### src/rtl/mcpu_ctrl_if.sv
// Control bundle between the multi-cycle MIPS control FSM (master) and the datapath (slave).
interface mcpu_ctrl_if #(
  parameter int unsigned ALUC_W = 3
);
  logic [5:0]        OPcode;
  logic [5:0]        Fun;
  logic              zero;
  logic              MIO_ready;
  logic              PCWrite;
  logic              PCWriteCond;
  logic              Branch_ne;
  logic              IorD;
  logic              mem_r;
  logic              mem_w;
  logic              IRWrite;
  logic [1:0]        RegDst;
  logic [1:0]        MemtoReg;
  logic              ALUSrcA;
  logic [1:0]        ALUSrcB;
  logic              SignExt;
  logic [1:0]        PCSource;
  logic              RegWrite;
  logic [ALUC_W-1:0] ALU_Control;
  logic              CPU_MIO;
  logic [3:0]        state;
  logic              err;

  modport master (
    input  OPcode, Fun, zero, MIO_ready,
    output PCWrite, PCWriteCond, Branch_ne, IorD, mem_r, mem_w, IRWrite, RegDst, MemtoReg,
           ALUSrcA, ALUSrcB, SignExt, PCSource, RegWrite, ALU_Control, CPU_MIO, state, err
  );

  modport slave (
    output OPcode, Fun, zero, MIO_ready,
    input  PCWrite, PCWriteCond, Branch_ne, IorD, mem_r, mem_w, IRWrite, RegDst, MemtoReg,
           ALUSrcA, ALUSrcB, SignExt, PCSource, RegWrite, ALU_Control, CPU_MIO, state, err
  );
endinterface

### src/rtl/mcpu_ctrl_fsm.sv
// Multi-cycle MIPS control FSM: sequences IF/ID/EX/MEM/WB, stalls on MIO_ready,
// flags memory timeouts and illegal instructions with a sticky err.
module mcpu_ctrl_fsm #(
  parameter int unsigned ALUC_W      = 3,
  parameter int unsigned MIO_TIMEOUT = 16,
  parameter bit          EN_IMM      = 1'b1,
  parameter bit          EN_BNE      = 1'b1
) (
  input logic         clk,
  input logic         rst,
  mcpu_ctrl_if.master bus
);
  typedef enum logic [3:0] {
    StIdle   = 4'd0,  StIf    = 4'd1,  StId  = 4'd2,  StExR  = 4'd3,
    StExI    = 4'd4,  StMemAdr = 4'd5, StMemRd = 4'd6, StMemWr = 4'd7,
    StWbR    = 4'd8,  StWbI   = 4'd9,  StWbLw = 4'd10, StExBr = 4'd11,
    StExJ    = 4'd12, StErr   = 4'd15
  } state_e;

  localparam logic [5:0] OpR = 6'h00, OpJ = 6'h02, OpJal = 6'h03, OpBeq = 6'h04;
  localparam logic [5:0] OpBne = 6'h05, OpAddi = 6'h08, OpSlti = 6'h0A, OpAndi = 6'h0C;
  localparam logic [5:0] OpOri = 6'h0D, OpLui = 6'h0F, OpLw = 6'h23, OpSw = 6'h2B;

  localparam logic [2:0] AluAnd = 3'b000, AluOr = 3'b001, AluAdd = 3'b010, AluXor = 3'b011;
  localparam logic [2:0] AluNor = 3'b100, AluSrl = 3'b101, AluSub = 3'b110, AluSlt = 3'b111;

  localparam int unsigned CntW = (MIO_TIMEOUT > 1) ? $clog2(MIO_TIMEOUT + 1) : 1;
  localparam logic [CntW:0] TimeoutVal = MIO_TIMEOUT[CntW:0];

  state_e          state_q;
  logic [CntW-1:0] wait_q;
  logic            err_q;
  logic [CntW:0]   wait_inc;
  logic            timeout_hit;
  state_e          id_next;
  logic [2:0]      r_op;
  logic            r_valid;
  logic [2:0]      i_op;
  logic [2:0]      alu_op;
  logic            unused_zero;

  // Branch resolution happens in the datapath via PCWriteCond.
  assign unused_zero = bus.zero;

  always_comb begin
    r_valid = 1'b1;
    r_op    = AluAdd;
    case (bus.Fun)
      6'h20:   r_op = AluAdd;
      6'h22:   r_op = AluSub;
      6'h24:   r_op = AluAnd;
      6'h25:   r_op = AluOr;
      6'h2A:   r_op = AluSlt;
      6'h27:   r_op = AluNor;
      6'h26:   r_op = AluXor;
      6'h02:   r_op = AluSrl;
      default: r_valid = 1'b0;
    endcase
  end

  always_comb begin
    case (bus.OPcode)
      OpSlti:  i_op = AluSlt;
      OpAndi:  i_op = AluAnd;
      OpOri:   i_op = AluOr;
      default: i_op = AluAdd;
    endcase
  end

  always_comb begin
    case (bus.OPcode)
      OpR:                                  id_next = r_valid ? StExR : StErr;
      OpLw, OpSw:                           id_next = StMemAdr;
      OpBeq:                                id_next = StExBr;
      OpBne:                                id_next = EN_BNE ? StExBr : StErr;
      OpJ, OpJal:                           id_next = StExJ;
      OpAddi, OpSlti, OpAndi, OpOri, OpLui: id_next = EN_IMM ? StExI : StErr;
      default:                              id_next = StErr;
    endcase
  end

  assign wait_inc    = {1'b0, wait_q} + {{CntW{1'b0}}, 1'b1};
  assign timeout_hit = (MIO_TIMEOUT != 0) && !bus.MIO_ready && (wait_inc == TimeoutVal);

  always_ff @(posedge clk or posedge rst) begin
    if (rst) begin
      state_q <= StIdle;
      wait_q  <= '0;
      err_q   <= 1'b0;
    end else begin
      wait_q <= '0;
      case (state_q)
        StIdle: state_q <= StIf;
        StIf, StMemRd, StMemWr: begin
          // A ready on the timeout cycle still completes the access.
          if (bus.MIO_ready) begin
            if (state_q == StIf)         state_q <= StId;
            else if (state_q == StMemRd) state_q <= StWbLw;
            else                         state_q <= StIf;
          end else if (timeout_hit) begin
            state_q <= StErr;
            err_q   <= 1'b1;
          end else begin
            wait_q <= wait_inc[CntW-1:0];
          end
        end
        StId: begin
          state_q <= id_next;
          if (id_next == StErr) err_q <= 1'b1;
        end
        StExR:    state_q <= StWbR;
        StExI:    state_q <= StWbI;
        StMemAdr: state_q <= (bus.OPcode == OpLw) ? StMemRd : StMemWr;
        StWbR, StWbI, StWbLw, StExBr, StExJ: state_q <= StIf;
        default: begin
          state_q <= StErr;
          err_q   <= 1'b1;
        end
      endcase
    end
  end

  always_comb begin
    bus.PCWrite     = 1'b0;
    bus.PCWriteCond = 1'b0;
    bus.Branch_ne   = 1'b0;
    bus.IorD        = 1'b0;
    bus.mem_r       = 1'b0;
    bus.mem_w       = 1'b0;
    bus.IRWrite     = 1'b0;
    bus.RegDst      = 2'b00;
    bus.MemtoReg    = 2'b00;
    bus.ALUSrcA     = 1'b0;
    bus.ALUSrcB     = 2'b00;
    bus.SignExt     = 1'b0;
    bus.PCSource    = 2'b00;
    bus.RegWrite    = 1'b0;
    bus.CPU_MIO     = 1'b0;
    alu_op          = AluAnd;
    case (state_q)
      StIf: begin
        bus.mem_r   = 1'b1;
        bus.CPU_MIO = 1'b1;
        bus.ALUSrcB = 2'b01;
        alu_op      = AluAdd;
        bus.IRWrite = bus.MIO_ready;
        bus.PCWrite = bus.MIO_ready;
      end
      StId: begin
        bus.ALUSrcB = 2'b11;
        alu_op      = AluAdd;
      end
      StExR: begin
        bus.ALUSrcA = 1'b1;
        alu_op      = r_op;
      end
      StExI: begin
        bus.ALUSrcA = 1'b1;
        bus.ALUSrcB = 2'b10;
        bus.SignExt = (bus.OPcode == OpAddi) || (bus.OPcode == OpSlti);
        alu_op      = i_op;
      end
      StMemAdr: begin
        bus.ALUSrcA = 1'b1;
        bus.ALUSrcB = 2'b10;
        bus.SignExt = 1'b1;
        alu_op      = AluAdd;
      end
      StMemRd: begin
        bus.IorD    = 1'b1;
        bus.CPU_MIO = 1'b1;
        bus.mem_r   = 1'b1;
      end
      StMemWr: begin
        bus.IorD    = 1'b1;
        bus.CPU_MIO = 1'b1;
        bus.mem_w   = 1'b1;
      end
      StWbR: begin
        bus.RegDst   = 2'b01;
        bus.RegWrite = 1'b1;
      end
      StWbI: begin
        bus.RegWrite = 1'b1;
        bus.MemtoReg = (bus.OPcode == OpLui) ? 2'b11 : 2'b00;
      end
      StWbLw: begin
        bus.MemtoReg = 2'b01;
        bus.RegWrite = 1'b1;
      end
      StExBr: begin
        bus.ALUSrcA     = 1'b1;
        alu_op          = AluSub;
        bus.PCSource    = 2'b01;
        bus.PCWriteCond = 1'b1;
        bus.Branch_ne   = (bus.OPcode == OpBne);
      end
      StExJ: begin
        bus.PCSource = 2'b10;
        bus.PCWrite  = 1'b1;
        if (bus.OPcode == OpJal) begin
          bus.RegDst   = 2'b10;
          bus.MemtoReg = 2'b10;
          bus.RegWrite = 1'b1;
        end
      end
      default: ;
    endcase
    bus.ALU_Control      = '0;
    bus.ALU_Control[2:0] = alu_op;
  end

  assign bus.state = state_q;
  assign bus.err   = err_q;
endmodule

### src/flat_wrapper.sv
// flat-port wrapper written by rule: the top's interface ports become plain ports
module mcpu_ctrl_fsm_flat 
#(
  parameter int unsigned ALUC_W      = 3,
  parameter int unsigned MIO_TIMEOUT = 16,
  parameter bit          EN_IMM      = 1'b1,
  parameter bit          EN_BNE      = 1'b1
)
  (clk, rst, bus_OPcode, bus_Fun, bus_zero, bus_MIO_ready, bus_PCWrite, bus_PCWriteCond, bus_Branch_ne, bus_IorD, bus_mem_r, bus_mem_w, bus_IRWrite, bus_RegDst, bus_MemtoReg, bus_ALUSrcA, bus_ALUSrcB, bus_SignExt, bus_PCSource, bus_RegWrite, bus_ALU_Control, bus_CPU_MIO, bus_state, bus_err);
  mcpu_ctrl_if #(.ALUC_W(ALUC_W)) bus_i ();
  input logic clk;
  input logic rst;
  input wire logic [$bits(bus_i.OPcode)-1:0] bus_OPcode;
  input wire logic [$bits(bus_i.Fun)-1:0] bus_Fun;
  input wire logic [$bits(bus_i.zero)-1:0] bus_zero;
  input wire logic [$bits(bus_i.MIO_ready)-1:0] bus_MIO_ready;
  output wire logic [$bits(bus_i.PCWrite)-1:0] bus_PCWrite;
  output wire logic [$bits(bus_i.PCWriteCond)-1:0] bus_PCWriteCond;
  output wire logic [$bits(bus_i.Branch_ne)-1:0] bus_Branch_ne;
  output wire logic [$bits(bus_i.IorD)-1:0] bus_IorD;
  output wire logic [$bits(bus_i.mem_r)-1:0] bus_mem_r;
  output wire logic [$bits(bus_i.mem_w)-1:0] bus_mem_w;
  output wire logic [$bits(bus_i.IRWrite)-1:0] bus_IRWrite;
  output wire logic [$bits(bus_i.RegDst)-1:0] bus_RegDst;
  output wire logic [$bits(bus_i.MemtoReg)-1:0] bus_MemtoReg;
  output wire logic [$bits(bus_i.ALUSrcA)-1:0] bus_ALUSrcA;
  output wire logic [$bits(bus_i.ALUSrcB)-1:0] bus_ALUSrcB;
  output wire logic [$bits(bus_i.SignExt)-1:0] bus_SignExt;
  output wire logic [$bits(bus_i.PCSource)-1:0] bus_PCSource;
  output wire logic [$bits(bus_i.RegWrite)-1:0] bus_RegWrite;
  output wire logic [$bits(bus_i.ALU_Control)-1:0] bus_ALU_Control;
  output wire logic [$bits(bus_i.CPU_MIO)-1:0] bus_CPU_MIO;
  output wire logic [$bits(bus_i.state)-1:0] bus_state;
  output wire logic [$bits(bus_i.err)-1:0] bus_err;
  assign bus_i.OPcode = bus_OPcode;
  assign bus_i.Fun = bus_Fun;
  assign bus_i.zero = bus_zero;
  assign bus_i.MIO_ready = bus_MIO_ready;
  assign bus_PCWrite = bus_i.PCWrite;
  assign bus_PCWriteCond = bus_i.PCWriteCond;
  assign bus_Branch_ne = bus_i.Branch_ne;
  assign bus_IorD = bus_i.IorD;
  assign bus_mem_r = bus_i.mem_r;
  assign bus_mem_w = bus_i.mem_w;
  assign bus_IRWrite = bus_i.IRWrite;
  assign bus_RegDst = bus_i.RegDst;
  assign bus_MemtoReg = bus_i.MemtoReg;
  assign bus_ALUSrcA = bus_i.ALUSrcA;
  assign bus_ALUSrcB = bus_i.ALUSrcB;
  assign bus_SignExt = bus_i.SignExt;
  assign bus_PCSource = bus_i.PCSource;
  assign bus_RegWrite = bus_i.RegWrite;
  assign bus_ALU_Control = bus_i.ALU_Control;
  assign bus_CPU_MIO = bus_i.CPU_MIO;
  assign bus_state = bus_i.state;
  assign bus_err = bus_i.err;
  mcpu_ctrl_fsm #(.ALUC_W(ALUC_W), .MIO_TIMEOUT(MIO_TIMEOUT), .EN_IMM(EN_IMM), .EN_BNE(EN_BNE)) u_core (.clk(clk), .rst(rst), .bus(bus_i));
endmodule
### config.mk
export PLATFORM = sky130hd
export DESIGN_NAME = mcpu_ctrl_fsm_flat
export DESIGN_NICKNAME = d
export VERILOG_FILES = /design/src/rtl/mcpu_ctrl_if.sv /design/src/rtl/mcpu_ctrl_fsm.sv /design/src/flat_wrapper.sv
export SDC_FILE = /design/constraint.sdc
export NUM_CORES = 1
export LEC_CHECK = 0
export ABC_AREA = 0
export BUFFER_PORTS_ARGS = -buffer_cell sky130_fd_sc_hd__buf_2
export CORE_ASPECT_RATIO = 2
export CORE_MARGIN = 2
export CORE_UTILIZATION = 40
export CTS_BUF_LIST = sky130_fd_sc_hd__clkbuf_4 sky130_fd_sc_hd__clkbuf_8
export CTS_CLUSTER_SIZE = 16
export DETAILED_ROUTE_END_ITERATION = 6
export PLACE_DENSITY = 0.75
export SLEW_MARGIN = 20
export SYNTH_ARGS = -nofsm -noshare
export SYNTH_HDL_FRONTEND = slang
export SYNTH_SLANG_ARGS = --single-unit
### constraint.sdc
create_clock -name clk -period 3.7 [get_ports clk]
set_input_delay 0.185 -clock clk [delete_from_list [all_inputs] [get_ports clk]]
set_output_delay 0.185 -clock clk [all_outputs]
set_load 0.05 [all_outputs]
After elaboration in Yosys (flattened, before gate mapping). Cells that the tools add are included.

$add $sub $neg: 1. Equality and inequality tests: 37. Multiplexer cells: 37. Bitwise gates (word level): 1. Reductions and logical operators: 20.

Operators with widths (number): $eq 6x6->1 const B (9); $eq 6x4->1 const B (5); $eq 4x4->1 const B (6); $pmux 4 s6 (1); $pmux 3 s7 (1); $mux 4 (5); $pmux 4 s5 (1); $eq 6x2->1 const B (3); $eq 4x3->1 const B (4); $mux 5 (3); $mux 1 (14); $eq 6x3->1 const B (2); $pmux 2 s3 (2); $pmux 3 s4 (1); $reduce_or 2->1 (6); $pmux 3 s3 (1); $reduce_or 3->1 (3); $reduce_or 9->1 (1); $eq 4x2->1 const B (2); $pmux 2 s2 (2); $reduce_or 8->1 (1); $add 5x1->6 const B (1); $eq 6x5->1 const B (1); $logic_not 6->1 (1); other kinds (16) (20).

Bits in registers: 10. Output and inout bits: 27. Word-level logic and storage cells: 99.

Depth between registers and ports, before layout.
Word-level depth: 8. Depth in mapped cells: 7.

Worst setup path before layout. No wires, ideal clock.

Path type: reg-to-output. Start point: register u_core.state_q[3] (netlist: u_core.bus.state[3]). End point: output port bus_Branch_ne. Arrival time: 2.589 ns. Setup slack: 0.926 ns. Stages on the path, launching flop included: 6. Cell sequence: dfrtp_1 -> buf_6 -> clkbuf_1 -> nand2_1 -> nor2_1 -> and4_1.

Cells in the longest elaborated chain, start to end: 2.

Ends and longest elaborated chain: start, declared (line mcpu_ctrl_fsm.sv:30) `state_e state_q;`; start signal, assigned (line mcpu_ctrl_fsm.sv:87) `state_q <= StIdle;`; start signal, assigned (line mcpu_ctrl_fsm.sv:93) `StIdle: state_q <= StIf;`; start signal, assigned (line mcpu_ctrl_fsm.sv:97) `if (state_q == StIf) state_q <= StId;`; $eq 4x4->1 (line mcpu_ctrl_fsm.sv:140) `case (state_q)`; $mux 1 (line mcpu_ctrl_fsm.sv:140); end, declared (line flat_wrapper.sv:19) `output wire logic [$bits(bus_i.Branch_ne)-1:0] bus_Branch_ne;`.

No other way between the ends.

Worst setup path in the final report.
Start point: register u_core.state_q[1] (netlist: u_core.bus.state[1]). End point: output port bus_ALU_Control[0].

Cells in the longest elaborated chain, start to end: 3. Elaborated cells between the ends (all ways): 8. Classes of those cells: 6 x eq/ne; 1 x mux; 1 x reduce/logical.

Ends and longest elaborated chain: $eq 4x2->1 (tied with other cells) (line mcpu_ctrl_fsm.sv:140); $reduce_or 3->1 (no line); $pmux 3 s4 * (line mcpu_ctrl_fsm.sv:140); end, declared (line flat_wrapper.sv:31) `output wire logic [$bits(bus_i.ALU_Control)-1:0] bus_ALU_Control;`.

Every way passes the cells marked *; elsewhere a longest branch is shown, timed or not.

==> impl_metrics.env <==
export IMPL_setup_viol=0
export IMPL_arrival_ps=2120
export IMPL_max_slew_worst_pin_slew_ps=652.4
export IMPL_synth_warnings=0
export IMPL_clockRootBuffer="clkbuf_8"
export IMPL_final_common_cell="buf_2"
export IMPL_htree_levels=1
export IMPL_clock_sinks=10
export IMPL_fin_setup_tns_ps=0
export IMPL_crit_path_max_incr_delay_ps=750
export IMPL_grt_max_degree=22
export IMPL_synthDistinctLibCells=52
export IMPL_dr_wl_met2_um=1884
export IMPL_fin_crit_sh=0.6222
export IMPL_ys_ff_latch=10
export IMPL_slew_headroom=0.5651
export IMPL_cp_top_family="flip-flops"
export IMPL_status="complete, no violations"
export IMPL_p_leak_uw=0.0006513
export IMPL_p_per_area_nw_per_um2=839.4
export IMPL_syn2layout_area_growth_pct=16.97
export IMPL_wl_met3_um=150
export IMPL_synth_nets=184
export IMPL_portBuffers=41
export IMPL_drc=0
export IMPL_maxUsedRoutingLayer="met4"
export IMPL_diodes=0
export IMPL_drtAntennaViolNets=0
export IMPL_drive_gt1_frac=0.2587
export IMPL_r2r_slack_ps=1730
export IMPL_syn_area_per_cell_um2=7.282
export IMPL_fin_util=0.4834
export IMPL_crit_buf_inv=1
export IMPL_core_area_um2=2943
export IMPL_clk_latency_ps=230
export IMPL_via_per_inst=5.853
export IMPL_globalplace_congestion=0.8217
export IMPL_hold_path_class="input port to flop"
export IMPL_vdd_drop_max_mv=0.4605
export IMPL_fmax_mhz=434.4
export IMPL_ctsResizeCount=0
export IMPL_syn_inst=167
export IMPL_ys_flop_type="dfrtp_1"
export IMPL_fill_cells=342
export IMPL_holdBufCountCts=1
export IMPL_final_cell_mix="41 x buf_2, 27 x nor2_1, 13 x nand2_1"
export IMPL_dp_hpwl_um=2641
export IMPL_fin_worst_skew_ps=0.6355
export IMPL_end_kind="primary output"
export IMPL_drt_wirelength_per_cell_um=14.29
export IMPL_antenna_found_initial=0
export IMPL_hold_viol_final=0
export IMPL_grtUsageTotal=0.1944
export IMPL_synth_edff_count=0
export IMPL_postCtsSetupRepairBufs=0
export IMPL_cts_made_buffers=3
export IMPL_first_pass_iters=4
export IMPL_start_kind="flop"
export IMPL_maxCapViolCount=0
export IMPL_criticalPathCategory="flop to primary output"
export IMPL_cts_tree="built"
export IMPL_seq_area_frac_synth=0.2058
export IMPL_grt_pass1_vias=1201
export IMPL_worst_path_max_delay_cell="dfrtp_1"
export IMPL_fp_dieH_um=81.98
export IMPL_drtIter0Drc=29
export IMPL_wl_met1_um=1159
export IMPL_async_reset_ff_frac=1.000
export IMPL_cp_max_fo=21
export IMPL_routed_wl_um=3302
export IMPL_overflow=0
export IMPL_rsz0062_at_grt="false"
export IMPL_start_util=0.4133
export IMPL_die_area_um2=3524
export IMPL_path_cells="nand2_1 -> nor4_1 -> o211ai_1 -> o21ai_1 -> buf_2"
export IMPL_fin_nets=220
export IMPL_crit_required_ps=3510
export IMPL_synth_area_um2=1216
export IMPL_cts_buffer_depth=2
export IMPL_clk_pin_slew_ps=40
export IMPL_vias=1352
export IMPL_row_count=28
export IMPL_ios=43
export IMPL_grt_first_pass_wirelength_um=5257
export IMPL_die_w_um=42.99
export IMPL_period_needed_ps=2302
export IMPL_report_final_slew_viol_count=0
[cells in the mapped netlist, drive strengths merged, types with 3 or more instances]
cell type / count / area share
a21oi: 10 / 0.044
buf: 9 / 0.066
dfrtp: 10 / 0.21
inv: 9 / 0.030
nand2: 13 / 0.040
nand2b: 10 / 0.070
nand3: 7 / 0.029
nor2: 27 / 0.083
nor2b: 5 / 0.026
nor3: 6 / 0.025
nor4: 3 / 0.015
o21ai: 12 / 0.049
or3: 4 / 0.025
xor2: 3 / 0.022
[area by class of cell]
class	instances	area (µm²)	area share
multi-input cells	137	842.1	0.5919
flip-flops and latches	10	250.2	0.1759
repair buffers	42	215.2	0.1513
clock buffers	3	41.29	0.02902
well taps	30	37.54	0.02639
inverters	9	36.28	0.02551
[through the flow]
| stage | area [µm²] | total power [µW] | setup WS [ps] | instances | hold WS, ps |
|---|---|---|---|---|---|
| 3_3_place_gp | 1371 | 1083 | 1619 | 227 | 175.9 |
| 4_1_cts | 1423 | 1202 | 1390 | 231 | 344.4 |
| 3_5_place_dp | 1371 | 1086 | 1648 | 227 | 175.9 |
| 6_report | 1423 | 1194 | 1398 | 231 | 349.0 |
| 5_1_grt | 1423 | 1272 | 1191 | 231 | 387.4 |
| 2_1_floorplan | 1216 | 940.4 | 925.9 | 167 | 25.18 |
[state kept, by name (all words and copies together), names as in the netlist]
register          cells
u_core.wait_q         5
u_core.bus.state      4
u_core.bus.err        1
[report_power, final]
| group | switching, µW | internal (µW) | leakage (µW) |
|---|---|---|---|
| Combinational | 600 | 235 | 0.000504 |
| Clock | 38.1 | 70.8 | 0.0000216 |
| Sequential | 116 | 135 | 0.000126 |
[final timing paths]
kind	startpoint	end	depth (start not counted)
min in group asynchronous	rst	u_core.bus.state[0]	3
worst max-delay path	u_core.bus.state[1]	bus_ALU_Control[0]	5
worst max register to register	u_core.bus.state[1]	u_core.bus.state[3]	6
worst min-delay path	bus_MIO_ready	u_core.wait_q[0]	4
max in group asynchronous	rst	u_core.wait_q[2]	3
worst min register to register	u_core.bus.err	u_core.bus.err	1
[cells by family after synthesis]
family          after synthesis  synth area share
compound gates               45            0.2623
simple gates                 86            0.3827
flops                        10            0.2058
fa+ha+maj                     2           0.01852
buf+inv                      20            0.1018
xor+xnor                      4           0.02881
[worst reg2reg max path, stage by stage, from the launching register on]
cell and delay [ps]:
dfrtp_1 750, nand2b_1 210, nor2_1 70, a21oi_1 190
nand2b_4 170, o21bai_1 250, a21boi_1 240
[per-layer routing]
metal | track usage | vias to the layer above
met5 | 0 | -
met4 | 0.1273 | 0
met3 | 0.02418 | 9
met2 | 0.3697 | 40
met1 | 0.1884 | 636
li1 | - | 667
Note: power is estimated with default switching activity, not from simulation.
